<file path="src/rtl/pipeline_stall_ctrl_pkg.sv">
// Shared types and constants for the pipeline stall/flush scheduler.
//   stall_state_e     : scheduler FSM states
//   REG_FILE_ADDR_LEN : register-file address width (mirrors the core's defines.v)
//   MEM_TIMEOUT_DEF   : default max consecutive MEM_WAIT cycles
//   CNT_W_DEF         : default stall counter width
//   src2_live()       : ID src2 is a real register read
package pipe_ctrl_pkg;
  localparam int REG_FILE_ADDR_LEN = 5;
  localparam int MEM_TIMEOUT_DEF   = 64;
  localparam int CNT_W_DEF         = 16;

  typedef enum logic [1:0] {RUN, MEM_WAIT, ERROR} stall_state_e;

  // Immediates replace src2, except stores/BNE which still read it.
  function automatic logic src2_live(input logic is_imm, input logic st_or_bne);
    return !is_imm || st_or_bne;
  endfunction
endpackage

</file>
<file path="src/rtl/pipeline_stall_ctrl_if.sv">
// Bundle between the pipeline datapath (master) and the stall scheduler (slave).
//   master drives ID sources, EXE/MEM writer info, branch and memory handshake;
//   slave drives hazard_detected, flush_IF_ID, freeze_all, mem_timeout, stall_cnt.
interface pipeline_stall_ctrl_if #(parameter int CNT_W = 16);
  localparam int AW = pipe_ctrl_pkg::REG_FILE_ADDR_LEN;

  logic          forward_EN;
  logic [AW-1:0] src1_ID, src2_ID;
  logic          is_imm, ST_or_BNE;
  logic [AW-1:0] dest_EXE;
  logic          WB_EN_EXE, MEM_R_EN_EXE;
  logic [AW-1:0] dest_MEM;
  logic          WB_EN_MEM;
  logic          branch_taken_ID;
  logic          mem_req_MEM, mem_ready;
  logic          hazard_detected, flush_IF_ID, freeze_all, mem_timeout;
  logic [CNT_W-1:0] stall_cnt;

  modport master (
    output forward_EN, src1_ID, src2_ID, is_imm, ST_or_BNE, dest_EXE, WB_EN_EXE,
           MEM_R_EN_EXE, dest_MEM, WB_EN_MEM, branch_taken_ID, mem_req_MEM, mem_ready,
    input  hazard_detected, flush_IF_ID, freeze_all, mem_timeout, stall_cnt
  );

  modport slave (
    input  forward_EN, src1_ID, src2_ID, is_imm, ST_or_BNE, dest_EXE, WB_EN_EXE,
           MEM_R_EN_EXE, dest_MEM, WB_EN_MEM, branch_taken_ID, mem_req_MEM, mem_ready,
    output hazard_detected, flush_IF_ID, freeze_all, mem_timeout, stall_cnt
  );
endinterface

</file>
<file path="src/rtl/pipeline_stall_ctrl_raw_dep_cmp.sv">
// Combinational RAW dependency check of ID sources against EXE/MEM writers.
//   i_forward_en  : forwarding active -> only load-use in EXE stalls
//   i_src1/i_src2 : ID sources, i_src2_live qualifies i_src2
//   i_dest_*, i_wb_en_*, i_mem_r_en_exe : writer info
//   o_raw         : dependency requires a stall
module raw_dep_cmp
  import pipe_ctrl_pkg::*;
(
  input  logic                         i_forward_en,
  input  logic [REG_FILE_ADDR_LEN-1:0] i_src1,
  input  logic [REG_FILE_ADDR_LEN-1:0] i_src2,
  input  logic                         i_src2_live,
  input  logic [REG_FILE_ADDR_LEN-1:0] i_dest_exe,
  input  logic                         i_wb_en_exe,
  input  logic                         i_mem_r_en_exe,
  input  logic [REG_FILE_ADDR_LEN-1:0] i_dest_mem,
  input  logic                         i_wb_en_mem,
  output logic                         o_raw
);
  logic w_exe_wr, w_mem_wr;
  logic w_m1e, w_m2e, w_m1m, w_m2m;

  // r0 is hardwired zero, so a write to it is never a real producer.
  assign w_exe_wr = i_wb_en_exe && (i_dest_exe != '0);
  assign w_mem_wr = i_wb_en_mem && (i_dest_mem != '0);

  assign w_m1e = w_exe_wr && (i_src1 == i_dest_exe);
  assign w_m2e = w_exe_wr && (i_src2 == i_dest_exe) && i_src2_live;
  assign w_m1m = w_mem_wr && (i_src1 == i_dest_mem);
  assign w_m2m = w_mem_wr && (i_src2 == i_dest_mem) && i_src2_live;

  assign o_raw = i_forward_en ? ((w_m1e || w_m2e) && i_mem_r_en_exe)
                              : (w_m1e || w_m2e || w_m1m || w_m2m);
endmodule

</file>
<file path="src/rtl/pipeline_stall_ctrl.sv">
// Central stall/flush scheduler for the 5-stage pipeline.
//   clk, rst : rising-edge clock, synchronous active-high reset
//   bus      : slave side of pipeline_stall_ctrl_if (dependency inputs, branch,
//              memory handshake in; hazard/flush/freeze, timeout flag, stall count out)
// Priority: freeze_all > hazard_detected > flush_IF_ID.
module pipeline_stall_ctrl
  import pipe_ctrl_pkg::*;
#(
  parameter int MEM_TIMEOUT = MEM_TIMEOUT_DEF,
  parameter int CNT_W       = CNT_W_DEF
) (
  input  logic                  clk,
  input  logic                  rst,
  pipeline_stall_ctrl_if.slave  bus
);
  localparam int WC_W = $clog2(MEM_TIMEOUT + 1);

  stall_state_e     r_state, w_state_nxt;
  logic [WC_W-1:0]  r_wait_cnt, w_wait_cnt_nxt;
  logic [CNT_W-1:0] r_stall_cnt;
  logic             r_mem_timeout;
  logic             w_raw, w_freeze, w_hazard, w_flush;

  raw_dep_cmp u_raw (
    .i_forward_en   (bus.forward_EN),
    .i_src1         (bus.src1_ID),
    .i_src2         (bus.src2_ID),
    .i_src2_live    (src2_live(bus.is_imm, bus.ST_or_BNE)),
    .i_dest_exe     (bus.dest_EXE),
    .i_wb_en_exe    (bus.WB_EN_EXE),
    .i_mem_r_en_exe (bus.MEM_R_EN_EXE),
    .i_dest_mem     (bus.dest_MEM),
    .i_wb_en_mem    (bus.WB_EN_MEM),
    .o_raw          (w_raw)
  );

  always_ff @(posedge clk) begin
    if (rst) begin
      r_state    <= RUN;
      r_wait_cnt <= '0;
    end else begin
      r_state    <= w_state_nxt;
      r_wait_cnt <= w_wait_cnt_nxt;
    end
  end

  // wait_cnt numbers the MEM_WAIT cycles (1..MEM_TIMEOUT); ready on the last
  // one still succeeds, only a miss there is fatal.
  always_comb begin
    w_state_nxt    = r_state;
    w_wait_cnt_nxt = r_wait_cnt;
    w_freeze       = 1'b0;
    case (r_state)
      RUN: begin
        if (bus.mem_req_MEM && !bus.mem_ready) begin
          w_freeze       = 1'b1;
          w_state_nxt    = MEM_WAIT;
          w_wait_cnt_nxt = WC_W'(1);
        end
      end
      MEM_WAIT: begin
        if (bus.mem_ready) begin
          w_state_nxt    = RUN;
          w_wait_cnt_nxt = '0;
        end else begin
          w_freeze = 1'b1;
          if (r_wait_cnt == WC_W'(MEM_TIMEOUT)) w_state_nxt = ERROR;
          else                                  w_wait_cnt_nxt = r_wait_cnt + WC_W'(1);
        end
      end
      ERROR:   w_freeze    = 1'b1;
      default: w_state_nxt = RUN;
    endcase
  end

  // A stalled branch is dropped here and re-resolves once operands are ready.
  assign w_hazard = w_raw && !w_freeze && !rst;
  assign w_flush  = bus.branch_taken_ID && !w_raw && !w_freeze && !rst;

  always_ff @(posedge clk) begin
    if (rst) begin
      r_stall_cnt   <= '0;
      r_mem_timeout <= 1'b0;
    end else begin
      if ((w_hazard || w_freeze) && (r_stall_cnt != '1))
        r_stall_cnt <= r_stall_cnt + CNT_W'(1);
      if (w_state_nxt == ERROR)
        r_mem_timeout <= 1'b1;
    end
  end

  assign bus.hazard_detected = w_hazard;
  assign bus.flush_IF_ID     = w_flush;
  assign bus.freeze_all      = w_freeze && !rst;
  assign bus.mem_timeout     = r_mem_timeout && !rst;
  assign bus.stall_cnt       = rst ? '0 : r_stall_cnt;
endmodule
</file>
<file path="src/flat_wrapper.sv">
// flat-port wrapper written by rule: the top's interface ports become plain ports
module pipeline_stall_ctrl_flat import pipe_ctrl_pkg::*;
#(
  parameter int MEM_TIMEOUT = MEM_TIMEOUT_DEF,
  parameter int CNT_W       = CNT_W_DEF
)
  (clk, rst, bus_forward_EN, bus_src1_ID, bus_src2_ID, bus_is_imm, bus_ST_or_BNE, bus_dest_EXE, bus_WB_EN_EXE, bus_MEM_R_EN_EXE, bus_dest_MEM, bus_WB_EN_MEM, bus_branch_taken_ID, bus_mem_req_MEM, bus_mem_ready, bus_hazard_detected, bus_flush_IF_ID, bus_freeze_all, bus_mem_timeout, bus_stall_cnt);
  pipeline_stall_ctrl_if #(.CNT_W(CNT_W)) bus_i ();
  input  logic clk;
  input  logic rst;
  input wire logic [$bits(bus_i.forward_EN)-1:0] bus_forward_EN;
  input wire logic [$bits(bus_i.src1_ID)-1:0] bus_src1_ID;
  input wire logic [$bits(bus_i.src2_ID)-1:0] bus_src2_ID;
  input wire logic [$bits(bus_i.is_imm)-1:0] bus_is_imm;
  input wire logic [$bits(bus_i.ST_or_BNE)-1:0] bus_ST_or_BNE;
  input wire logic [$bits(bus_i.dest_EXE)-1:0] bus_dest_EXE;
  input wire logic [$bits(bus_i.WB_EN_EXE)-1:0] bus_WB_EN_EXE;
  input wire logic [$bits(bus_i.MEM_R_EN_EXE)-1:0] bus_MEM_R_EN_EXE;
  input wire logic [$bits(bus_i.dest_MEM)-1:0] bus_dest_MEM;
  input wire logic [$bits(bus_i.WB_EN_MEM)-1:0] bus_WB_EN_MEM;
  input wire logic [$bits(bus_i.branch_taken_ID)-1:0] bus_branch_taken_ID;
  input wire logic [$bits(bus_i.mem_req_MEM)-1:0] bus_mem_req_MEM;
  input wire logic [$bits(bus_i.mem_ready)-1:0] bus_mem_ready;
  output wire logic [$bits(bus_i.hazard_detected)-1:0] bus_hazard_detected;
  output wire logic [$bits(bus_i.flush_IF_ID)-1:0] bus_flush_IF_ID;
  output wire logic [$bits(bus_i.freeze_all)-1:0] bus_freeze_all;
  output wire logic [$bits(bus_i.mem_timeout)-1:0] bus_mem_timeout;
  output wire logic [$bits(bus_i.stall_cnt)-1:0] bus_stall_cnt;
  assign bus_i.forward_EN = bus_forward_EN;
  assign bus_i.src1_ID = bus_src1_ID;
  assign bus_i.src2_ID = bus_src2_ID;
  assign bus_i.is_imm = bus_is_imm;
  assign bus_i.ST_or_BNE = bus_ST_or_BNE;
  assign bus_i.dest_EXE = bus_dest_EXE;
  assign bus_i.WB_EN_EXE = bus_WB_EN_EXE;
  assign bus_i.MEM_R_EN_EXE = bus_MEM_R_EN_EXE;
  assign bus_i.dest_MEM = bus_dest_MEM;
  assign bus_i.WB_EN_MEM = bus_WB_EN_MEM;
  assign bus_i.branch_taken_ID = bus_branch_taken_ID;
  assign bus_i.mem_req_MEM = bus_mem_req_MEM;
  assign bus_i.mem_ready = bus_mem_ready;
  assign bus_hazard_detected = bus_i.hazard_detected;
  assign bus_flush_IF_ID = bus_i.flush_IF_ID;
  assign bus_freeze_all = bus_i.freeze_all;
  assign bus_mem_timeout = bus_i.mem_timeout;
  assign bus_stall_cnt = bus_i.stall_cnt;
  pipeline_stall_ctrl #(.MEM_TIMEOUT(MEM_TIMEOUT), .CNT_W(CNT_W)) u_core (.clk(clk), .rst(rst), .bus(bus_i));
endmodule
</file>
<file path="config.mk">
export PLATFORM = sky130hd
export DESIGN_NAME = pipeline_stall_ctrl_flat
export DESIGN_NICKNAME = d
export VERILOG_FILES = /design/src/rtl/pipeline_stall_ctrl_pkg.sv /design/src/rtl/pipeline_stall_ctrl_if.sv /design/src/rtl/pipeline_stall_ctrl_raw_dep_cmp.sv /design/src/rtl/pipeline_stall_ctrl.sv /design/src/flat_wrapper.sv
export SDC_FILE = /design/constraint.sdc
export NUM_CORES = 1
export LEC_CHECK = 0
export BUFFER_PORTS_ARGS = -buffer_cell sky130_fd_sc_hd__buf_2
export CORE_AREA = 10 10 69 71
export DETAILED_ROUTE_END_ITERATION = 10
export DIE_AREA = 0 0 79 81
export GPL_ROUTABILITY_DRIVEN = 0
export PLACE_DENSITY = 0.87
export SLEW_MARGIN = 0
export SYNTH_ARGS = -nofsm -noshare
export SYNTH_HDL_FRONTEND = slang
export SYNTH_SLANG_ARGS = --single-unit
export TNS_END_PERCENT = 30
</file>
<file path="constraint.sdc">
create_clock -name clk -period 2.3 [get_ports clk]
set_input_delay 0.46 -clock clk [delete_from_list [all_inputs] [get_ports clk]]
set_output_delay 0.46 -clock clk [all_outputs]
set_load 0.02 [all_outputs]
</file>
==> results.md, run 1 <==
- Status: complete, but fails checks
- Failing checks: setup timing
- CTS Root Cell: clkbuf_4
- Vias per cell: 5.245
- Crit path time final: 2.398 ns
- Area grow syn2layout: 28.67%
- CTS Sinks: 26
- CTS Buf Count: 3
- Clock Path Buffers: 2
- Final Max Slew Viols: 0
- Sequential cell fraction of total power: 54.8%
- Ys async rst share: 0%
- Power Density: 383.2 nW/um2
- Drt initial violations: 38
- Yosys cell types: 48
- Max Used Layer: met4
- Critical path's top delay family: simple AND/OR/NAND/NOR gates
- Core Region: 3523 um2
- GRT Residual Overflow: 0
- Critical Path Sink Type: primary output
- H-tree depth: 1
- Hold depth: 2
- Final WS setup: -0.09774 ns
- Die height: 81 um
- Top Ports: 51
- Final setup violation count: 2
- Gate power share: 21.7%
- Initial core utilization: 48.69%
- Yosys warns: 0
- Metal-1 WL: 1757 um
- Layout Nets: 302
- CP max FO: 2
- Syn nets: 235
- WL met3: 322 um
- DP Area: 2111 um2
- Chip width: 79 um
- CP max stage delay: 0.53 ns
- Lkg Pwr: 0.9998 nW
- Clk_skew: 0.01350 ns
- Dominant synthesized flop cell: dfxtp_1
- Startpoint class of the critical path: input pin
- Class of the worst hold path: register to register
- Mapped Cells: 201
- Fmax: 0.4171 GHz
- Worst-path clk slew: 0.13 ns
- Wire length on met2: 2267 um
- Buffers and inverters on the worst path: 3
- Crit path DAT: 1.94 ns
- Pint: 0.6046 mW
- EDFF count, synth: 0
- Worst path slowest cell: or4_4
- Number of buffers added on ports: 50
- Mean Syn Cell Area: 8.534 um2
- Reg2Reg Depth: 9
- Worst path depth: 7
- Crit path top cell by count: buf_4
- DRC errors left: 0
- Cell area after synthesis: 1715 um2
- VDD IR max: 202.6 uV
- Slew @ Worst Pin: 0.3706 ns
- Switch share: 28.51%
- Gr usage total: 13.14%
- Register area share after synthesis: 30.34%
- Antenna violations before repair: 0
- Number of global-route vias before repair: 1652
- DP Wirelength: 3522 um
- Design area: 2207 um2
- Site Rows: 22
- CTS tree: yes
- 1st-pass router iterations: 6
- Clock network power share: 23.5%
- Die outline area: 6399 um2
- Final antenna-violating net count: 0
- Setup slack at placement: -0.2063 ns
- Leading cell types in the layout, fill and taps excluded: buf_2, nor2_1, dfxtp_1
- RSZ-0062 raised after global routing: true
- CP Cell Sequence: buf_6 -> or4_4 -> o211ai_1 -> o22ai_2 -> buf_4 -> nor3b_1 -> buf_4
- Register bit total from synthesis: 26
- WP data required: 1.84 ns
- Most common cell after layout, fill and taps aside: buf_2
- Slew HR: 75.24%
- Crit share post-route: 104.2%
- Share of cells above drive strength 1: 34.96%
- Max cap viols: 0
- WS Path Type: input pin to primary output
- Sw Pwr: 0.2411 mW
- Diode count: 0
- First-pass GRT wire length: 7031 um
- Clk_lat worst skew: 0.33 ns
- Largest net degree at the start of global routing: 28
- Drt wl/cell: 14.14 um
- Via count: 1647
- Final count of hold timing violations: 0
- Drt total wl: 4440 um
[worst paths after layout]
kind              slack [ns]                    end                   from
setup reg to reg        0.10   u_core.r_wait_cnt[5]   u_core.r_wait_cnt[0]
hold reg to reg         0.50  u_core.r_stall_cnt[1]  u_core.r_stall_cnt[1]
hold / removal          0.50  u_core.r_stall_cnt[1]  u_core.r_stall_cnt[1]
setup / recovery        -0.1    bus_hazard_detected        bus_dest_MEM[4]
[synthesized netlist by cell type (3+ instances only)]
cell | number | area share (%)
mux2_4 | 3 | 2.6
ha_1 | 3 | 2.2
inv_1 | 5 | 1.1
nand2_1 | 14 | 3.1
nor3_1 | 5 | 1.5
nor4_1 | 3 | 1.1
clkbuf_1 | 3 | 0.66
a21oi_1 | 7 | 2.0
xor2_1 | 21 | 11
mux2_1 | 8 | 5.3
nor2_1 | 31 | 6.8
xnor2_1 | 4 | 2.0
dfxtp_1 | 26 | 30
o21ai_0 | 3 | 0.88
nand4_1 | 4 | 1.5
nand3_1 | 4 | 1.2
nor2b_1 | 19 | 6.9
[power by group through the flow]
stage	sequential (mW)	combinational, mW	clock (mW)
CTS	0.463	0.179	0.200
floorplan	0.471	0.0969	0
global placement	0.473	0.165	0
detailed placement	0.473	0.170	0
global route	0.464	0.201	0.215
finish	0.463	0.184	0.199
[state kept, by name, indices dropped and copies added, names as in the netlist]
name and cells:
u_core.r_state 2, u_core.r_wait_cnt 7, u_core.r_mem_timeout 1, u_core.r_stall_cnt 16
[logic make-up after synthesis]
| logic type | synth area share (%) |
|---|---|
| simple gates | 32.38 |
| flops | 30.34 |
| compound gates | 11.16 |
| xor+xnor | 12.76 |
| mux | 8.534 |
| buf+inv | 2.626 |
| fa+ha+maj | 2.188 |
[worst min-delay path, delay by kind of cell (launching register included)]
kind             cells  cell delay [ns]
AND/OR/NAND/NOR      1             0.06
flip-flops           1             0.35
AO/OA/AOI/OAI        1             0.05
[stage by stage]
step | power [mW] | setup TNS, ns | util (%) | instances | hold WS, ns
finish | 0.8457 | -0.1844 | 62.64 | 314 | 0.4978
CTS | 0.8411 | -0.2447 | 61.93 | 314 | 0.5024
floorplan | 0.5683 | -0.01967 | - | 201 | 0.4524
detailed placement | 0.6426 | -2.430 | 59.91 | 308 | 0.4845
global route | 0.8797 | -0.2695 | 62.64 | 314 | 0.5324
global placement | 0.6372 | -1.182 | 59.91 | 308 | 0.4635
[cell type report]
type,instances,area [um2]
Tap cell,48,60.06
Timing Repair Buffer,67,395.4
Sequential cell,26,520.5
Fill cell,330,1316
Inverter,5,18.77
Clock buffer,3,22.52
Multi-Input combinational cell,165,1190
[layer usage]
| layer | up-vias | GRT usage [%] |
|---|---|---|
| met3 | 7 | 3.753 |
| met2 | 58 | 24.55 |
| met5 | - | 0 |
| li1 | 837 | - |
| met1 | 745 | 13.23 |
| met4 | 0 | 6.093 |
[what timing repair did]
action                                  4_1_cts  5_1_grt
hold buffers                                  0        0
endpoints found under the setup margin        2        9
resized for setup                             7        5
gates cloned                                  0        0
hold endpoints to repair                      0        0
pin swaps                                     4        6
buffers inserted                              3        0
No activity file was read; power rests on OpenSTA's default activity.
==> inputs of run 2 (changes only) <==
--- a/config.mk
+++ b/config.mk
@@ -5,10 +5,11 @@
 export SDC_FILE = /design/constraint.sdc
 export NUM_CORES = 1
 export LEC_CHECK = 0
+export ABC_AREA = 1
 export BUFFER_PORTS_ARGS = -buffer_cell sky130_fd_sc_hd__buf_2
-export CORE_AREA = 10 10 69 71
+export CORE_AREA = 10 10 73 75
 export DETAILED_ROUTE_END_ITERATION = 10
-export DIE_AREA = 0 0 79 81
+export DIE_AREA = 0 0 83 85
 export GPL_ROUTABILITY_DRIVEN = 0
 export PLACE_DENSITY = 0.87
 export SLEW_MARGIN = 0
==> results.md, run 2 <==
- Status: completed (was complete, but fails checks)
- Post_cts resized: 0 (was 7)
- Initial core utilization: 51.31% (was 48.69%)
- Number of global-route vias before repair: 2090 (was 1652)
- Met1 Resource Use GR: 15.91% (was 13.23%)
- Clk_lat worst skew: 0.27 ns (was 0.33 ns)
- Startpoint class of the critical path: register (was input pin)
- Area grow syn2layout: 17.63% (was 28.67%)
- Diode count: 0 (unchanged)
- Leading cell types in the layout, fill and taps excluded: nand2_1, nor2_1, buf_2 (was buf_2, nor2_1, dfxtp_1)
- Final Max Slew Viols: 0 (unchanged)
- Sum of negative setup slack: 0 ns (was -0.1844 ns)
- Hold_buf cts: 0 (unchanged)
- Mean Syn Cell Area: 5.959 um2 (was 8.534 um2)
- Fmax: 0.5035 GHz (was 0.4171 GHz)
- DP Wirelength: 3895 um (was 3522 um)
- GR peak layer: met2 (unchanged)
- Final count of hold timing violations: 0 (unchanged)
- Lkg Pwr: 1.191 nW (was 0.9998 nW)
- Total Power: 0.9390 mW (was 0.8457 mW)
- CTS Root Cell: clkbuf_8 (was clkbuf_4)
- Register area share after synthesis: 25.92% (was 30.34%)
- Fill cell count: 384 (was 330)
- Chip width: 83 um (was 79 um)
- Drt initial violations: 95 (was 38)
- Crit path time final: 1.986 ns (was 2.398 ns)
- Grt met3 use: 2.677% (was 3.753%)
- Top Ports: 51 (unchanged)
- List of most frequent post-synthesis cells: nand2_1, nor2_1, inv_1 (was nor2_1, dfxtp_1, xor2_1)
- Mapped Cells: 337 (was 201)
- Non-Filler Instances: 437 (was 314)
- Dominant cell type by area after synthesis: dfxtp_1 (unchanged)
- Largest net degree at the start of global routing: 41 (was 28)
- Yosys cell types: 29 (was 48)
- Mux contribution to synthesized area: 0% (was 8.534%)
- Reg area: 520.5 um2 (unchanged)
- 1st-pass router iterations: 4 (was 6)
- Crit path from: u_core.r_stall_cnt[1] (was bus_dest_MEM[4])
- Most common cell after layout, fill and taps aside: nand2_1 (was buf_2)
- Max reg flops: 16 (unchanged)
- VDD IR max: 320.8 uV (was 202.6 uV)
- Clk_skew: 0.002056 ns (was 0.01350 ns)
- Post-synthesis compound-gate area fraction: 10.65% (was 11.16%)
- Syn nets: 371 (was 235)
- Crit path DAT: 2.18 ns (was 1.94 ns)
- CP max FO: 15 (was 2)
- Slew @ Worst Pin: 0.4419 ns (was 0.3706 ns)
- WS Path Type: register to register (was input pin to primary output)
- Met2 usage: 24.86% (was 24.55%)
- Number of buffers added on ports: 50 (unchanged)
- Vias per cell: 4.918 (was 5.245)
- Worst hold slack: 0.4663 ns (was 0.4978 ns)
- RSZ-0062 raised after global routing: false (was true)
- Slew HR: 70.54% (was 75.24%)
- Clock Path Buffers: 2 (unchanged)
- Drt total wl: 4954 um (was 4440 um)
- Hold Startpoint: u_core.r_mem_timeout (was u_core.r_stall_cnt[1])
- Biggest regs: u_core.r_stall_cnt: 16 flops, u_core.r_wait_cnt: 7 flops, u_core.r_state: 2 flops (unchanged)
- Layout Nets: 422 (was 302)
- Drt wl/cell: 11.34 um (was 14.14 um)
- Largest cells by area after synthesis: dfxtp_1, nand2_1, nor2_1 (was dfxtp_1, xor2_1, nor2b_1)
- GRT Residual Overflow: 0 (unchanged)
- CTS Sinks: 26 (unchanged)
- Area of the multi-input gates: 1226 um2 (was 1190 um2)
- Dominant synthesized flop cell: dfxtp_1 (unchanged)
- First-pass GRT wire length: 8694 um (was 7031 um)
- Reg-to-reg startpoint: u_core.r_stall_cnt[1] (was u_core.r_wait_cnt[0])
- Adder-Cell Fraction of Synth Area: 1.869% (was 2.188%)
- Top reg by flops: u_core.r_stall_cnt (unchanged)
- Setup bufs post-CTS: 0 (was 3)
- Via count: 2149 (was 1647)
- Antenna violations before repair: 0 (unchanged)
- Synth top area share: 25.92% (was 30.34%)
- CTS Buf Count: 3 (unchanged)
- Site Rows: 23 (was 22)
- Final antenna-violating net count: 0 (unchanged)
- Gr usage total: 13.77% (was 13.14%)
- Register bit total from synthesis: 26 (unchanged)
- Die outline area: 7055 um2 (was 6399 um2)
- Power Density: 397.5 nW/um2 (was 383.2 nW/um2)
- Max cap viols: 0 (unchanged)
- Final setup violation count: 0 (was 2)
- Cell area after synthesis: 2008 um2 (was 1715 um2)
- Ys async rst share: 0% (unchanged)
- Count leader, synth: nand2_1 (was nor2_1)
- WP data required: 2.50 ns (was 1.84 ns)
- Core Region: 3914 um2 (was 3523 um2)
- CTS tree: yes (unchanged)
- Cells after DPL: 433 (was 308)
- Worst-path clk slew: 0.09 ns (was 0.13 ns)
- XOR/XNOR share of the synthesized area: 7.414% (was 12.76%)
- Largest family of logic cells by synthesized area: simple AND/OR/NAND/NOR gates (unchanged)
- Class of the worst hold path: register to register (unchanged)
- Yosys warns: 0 (unchanged)
- Share of cells above drive strength 1: 21.96% (was 34.96%)
- Simple-gate share of the synthesized area: 41.12% (was 32.39%)
- EDFF count, synth: 0 (unchanged)
- Critical Path Sink Type: register (was primary output)
- Crit share post-route: 86.35% (was 104.2%)
- DRC errors left: 0 (unchanged)
- H-tree depth: 1 (unchanged)
- Die height: 85 um (was 81 um)
==> run 2: cell types whose count changed after synthesis, moves of 3 or more <==
cell,before,now
nand2_1,14,90
inv_1,5,49
nand3_1,4,29
nor2_1,31,50
nor2b_1,19,0
inv_2,0,11
a21oi_2,0,10
a21oi_1,7,15
mux2_1,8,0
xor2_1,21,14
mux2_4,3,0
nor3_1,5,8
==> run 2: final timing paths <==
check                                               to  slack, ns  cells after the start
worst max register to register  u_core.r_stall_cnt[14]       0.31                      9
worst min register to register    u_core.r_mem_timeout       0.47                      2
worst max-delay path            u_core.r_stall_cnt[14]       0.31                      9
worst min-delay path              u_core.r_mem_timeout       0.47                      2
==> run 2: routing by layer <==
layer / vias to the layer above / wire length, um
li1: 1142 / -
met2: 53 / 2340
met1: 948 / 2290
met5: - / 0
met3: 6 / 278
met4: 0 / 44
==> run 2: worst max-delay path, cell delays in order, from the launching register on <==
cell	delay [ns]
dfxtp_1	0.37
ha_1	0.22
nand3_2	0.13
nor3_4	0.15
nand4_1	0.16
nor3_2	0.20
nand2_2	0.22
nand2_4	0.23
nand2_1	0.08
a21oi_1	0.15
==> run 2: layout make-up <==
type / instances / area share, %
Tap cell: 50 / 2.648
Sequential cell: 26 / 22.03
Timing Repair Buffer: 53 / 11.55
Clock buffer: 4 / 2.331
Inverter: 60 / 9.534
Multi-Input combinational cell: 244 / 51.91
==> run 2: cells by family after synthesis <==
family / after synthesis
adders and majority gates: 3
DFF: 26
xor gates and xnor gates: 17
buffers and inverters: 67
and+or+nand+nor: 191
AOI/OAI and AO/OA: 33
==> run 2: power breakdown <==
group	internal [mW]	total [mW]	switching, mW
clock network	0.153	0.298	0.145
registers	0.457	0.462	0.00516
logic	0.0628	0.179	0.116
total	0.673	0.939	0.266
==> run 2: metrics by stage <==
stage | instance area [um2] | utilization [%] | setup slack [ns]
floorplan | 2008 | - | 0.5586
global placement | 2307 | 58.95 | 0.3524
detailed placement | 2307 | 58.95 | 0.2835
CTS | 2362 | 60.36 | 0.3218
global route | 2362 | 60.36 | 0.1287
finish | 2362 | 60.36 | 0.3140
==> inputs of run 3 (changes only) <==
--- a/config.mk
+++ b/config.mk
@@ -11,7 +11,7 @@
 export DETAILED_ROUTE_END_ITERATION = 10
 export DIE_AREA = 0 0 83 85
 export GPL_ROUTABILITY_DRIVEN = 0
-export PLACE_DENSITY = 0.87
+export PLACE_DENSITY = 0.89
 export SLEW_MARGIN = 0
 export SYNTH_ARGS = -nofsm -noshare
 export SYNTH_HDL_FRONTEND = slang
==> results.md, run 3 (synthesis gave the netlist of run 2 again) <==
- Initial core utilization: 51.31% (unchanged)
- Core Util, Final: 59.97% (was 60.36%)
- Layout Nets: 420 (was 422)
- Drt total wl: 4793 um (was 4954 um)
- Share of cells above drive strength 1: 21.56% (was 21.96%)
- Drt wl/cell: 11.02 um (was 11.34 um)
- Gr usage total: 13.24% (was 13.77%)
- Biggest regs: u_core.r_stall_cnt: 16 flops, u_core.r_wait_cnt: 7 flops, u_core.r_state: 2 flops (unchanged)
- Max reg flops: 16 (unchanged)
- Critical Path Sink Type: register (unchanged)
- CP max FO: 16 (was 15)
- Leading cell types in the layout, fill and taps excluded: nand2_1, nor2_1, buf_2 (unchanged)
- CTS Root Cell: clkbuf_8 (unchanged)
- Antenna violations before repair: 0 (unchanged)
- Fmax: 0.4957 GHz (was 0.5035 GHz)
- H-tree depth: 1 (unchanged)
- Clk_skew: 0.009076 ns (was 0.002056 ns)
- Slew @ Worst Pin: 0.4212 ns (was 0.4419 ns)
- Drt initial violations: 83 (was 95)
- Crit path DAT: 2.22 ns (was 2.18 ns)
- Crit path time final: 2.017 ns (was 1.986 ns)
- Hold_buf cts: 0 (unchanged)
- Area grow syn2layout: 16.88% (was 17.63%)
- Top reg by flops: u_core.r_stall_cnt (unchanged)
- CTS Sinks: 26 (unchanged)
- Final antenna-violating net count: 0 (unchanged)
- Class of the worst hold path: input pin to register (was register to register)
- GRT Residual Overflow: 0 (unchanged)
- Slew HR: 71.92% (was 70.54%)
- CTS Buf Count: 3 (unchanged)
- Post_cts resized: 0 (unchanged)
- Die outline area: 7055 um2 (unchanged)
- Core Region: 3914 um2 (unchanged)
- Vias per cell: 4.966 (was 4.918)
- DRC errors left: 0 (unchanged)
- Setup slack at placement: 0.2987 ns (was 0.2835 ns)
- Via count: 2160 (was 2149)
- First-pass GRT wire length: 8349 um (was 8694 um)
- DP Wirelength: 3811 um (was 3895 um)
- RSZ-0062 raised after global routing: false (unchanged)
- WP data required: 2.50 ns (about the same)
- Final count of hold timing violations: 0 (unchanged)
- Crit share post-route: 87.70% (was 86.35%)
- Lkg Pwr: 1.182 nW (was 1.191 nW)
- Top Ports: 51 (unchanged)
- Most common cell after layout, fill and taps aside: nand2_1 (unchanged)
- Clock Path Buffers: 2 (unchanged)
- Final setup violation count: 0 (unchanged)
- Sum of negative setup slack: 0 ns (unchanged)
- 1st-pass router iterations: 4 (unchanged)
- CTS tree: yes (unchanged)
- Worst path slowest cell: dfxtp_1 (unchanged)
- Die height: 85 um (unchanged)
- Final WS setup: 0.2828 ns (was 0.3140 ns)
- Worst-path clk slew: 0.09 ns (about the same)
- Largest net degree at the start of global routing: 38 (was 41)
- Startpoint class of the critical path: register (unchanged)
- Chip width: 83 um (unchanged)
- Power Density: 396.5 nW/um2 (was 397.5 nW/um2)
- Site Rows: 23 (unchanged)
- VDD IR max: 270.9 uV (was 320.8 uV)
- Number of buffers added on ports: 50 (unchanged)
- CP Cell Sequence: ha_1 -> nand3_2 -> nor3_4 -> nand4_1 -> nor3_2 -> nand2_2 -> nand2_4 -> nand2_1 -> a21oi_2 (was ha_1 -> nand3_2 -> nor3_4 -> nand4_1 -> nor3_2 -> nand2_2 -> nand2_4 -> nand2_1 -> a21oi_1)
- Number of global-route vias before repair: 2044 (was 2090)
- Diode count: 0 (unchanged)
- WS Path Type: register to register (unchanged)
- CP max stage delay: 0.37 ns (about the same)
- Clk_lat worst skew: 0.27 ns (about the same)
- Setup bufs post-CTS: 0 (unchanged)
- Max cap viols: 0 (unchanged)
- Status: completed (unchanged)
- Final Max Slew Viols: 0 (unchanged)
[run 3: changes by cell type in the layout (fill, tap and decap cells not counted)]
cell | before | now
buf_4 | 3 | 1
[run 3: through the flow]
step | area [um2] | hold slack (ns) | power [mW] | std cells
floorplan | 2008 | 0.4365 | 0.5900 | 337
finish | 2347 | 0.3989 | 0.9307 | 435
global placement | 2292 | 0.4467 | 0.6439 | 431
global route | 2347 | 0.4180 | 0.9817 | 435
detailed placement | 2292 | 0.4599 | 0.6482 | 431
CTS | 2347 | 0.3919 | 0.9376 | 435
[run 3: critical path, delay by kind of cell, from the launching register on]
kind	cells	cell delay (ns)
DFF	1	0.37
and+or+nand+nor	7	1.26
adders and majority gates	1	0.21
AOI/OAI and AO/OA	1	0.11
[run 3: worst paths after layout]
| check | start | to | slack [ns] | cells after the start |
|---|---|---|---|---|
| worst max-delay path | u_core.r_stall_cnt[0] | u_core.r_stall_cnt[11] | 0.28 | 9 |
| worst min-delay path | rst | u_core.r_mem_timeout | 0.40 | 2 |
| worst max register to register | u_core.r_stall_cnt[0] | u_core.r_stall_cnt[11] | 0.28 | 9 |
| worst min register to register | u_core.r_mem_timeout | u_core.r_mem_timeout | 0.46 | 2 |
[run 3: metal layers]
| layer | up-vias | routed length (um) | global-route usage [%] |
|---|---|---|---|
| met5 | - | 0 | 0 |
| li1 | 1143 | - | - |
| met3 | 7 | 287 | 3.250 |
| met4 | 0 | 60 | 5.108 |
| met1 | 950 | 2221 | 15.73 |
| met2 | 60 | 2223 | 22.40 |
[run 3: power by group]
group	internal [mW]	switching, mW
clock	0.153	0.139
sequential	0.457	0.00481
combinational	0.0626	0.114
total	0.673	0.258
[run 3: layout make-up]
cell class	instances	area, um2
clock buffer	4	55.05
fill	365	1567
inverter	60	225.2
multi-input combinational	244	1226
sequential	26	520.5
tap	50	62.56
timing repair buffer	51	257.7
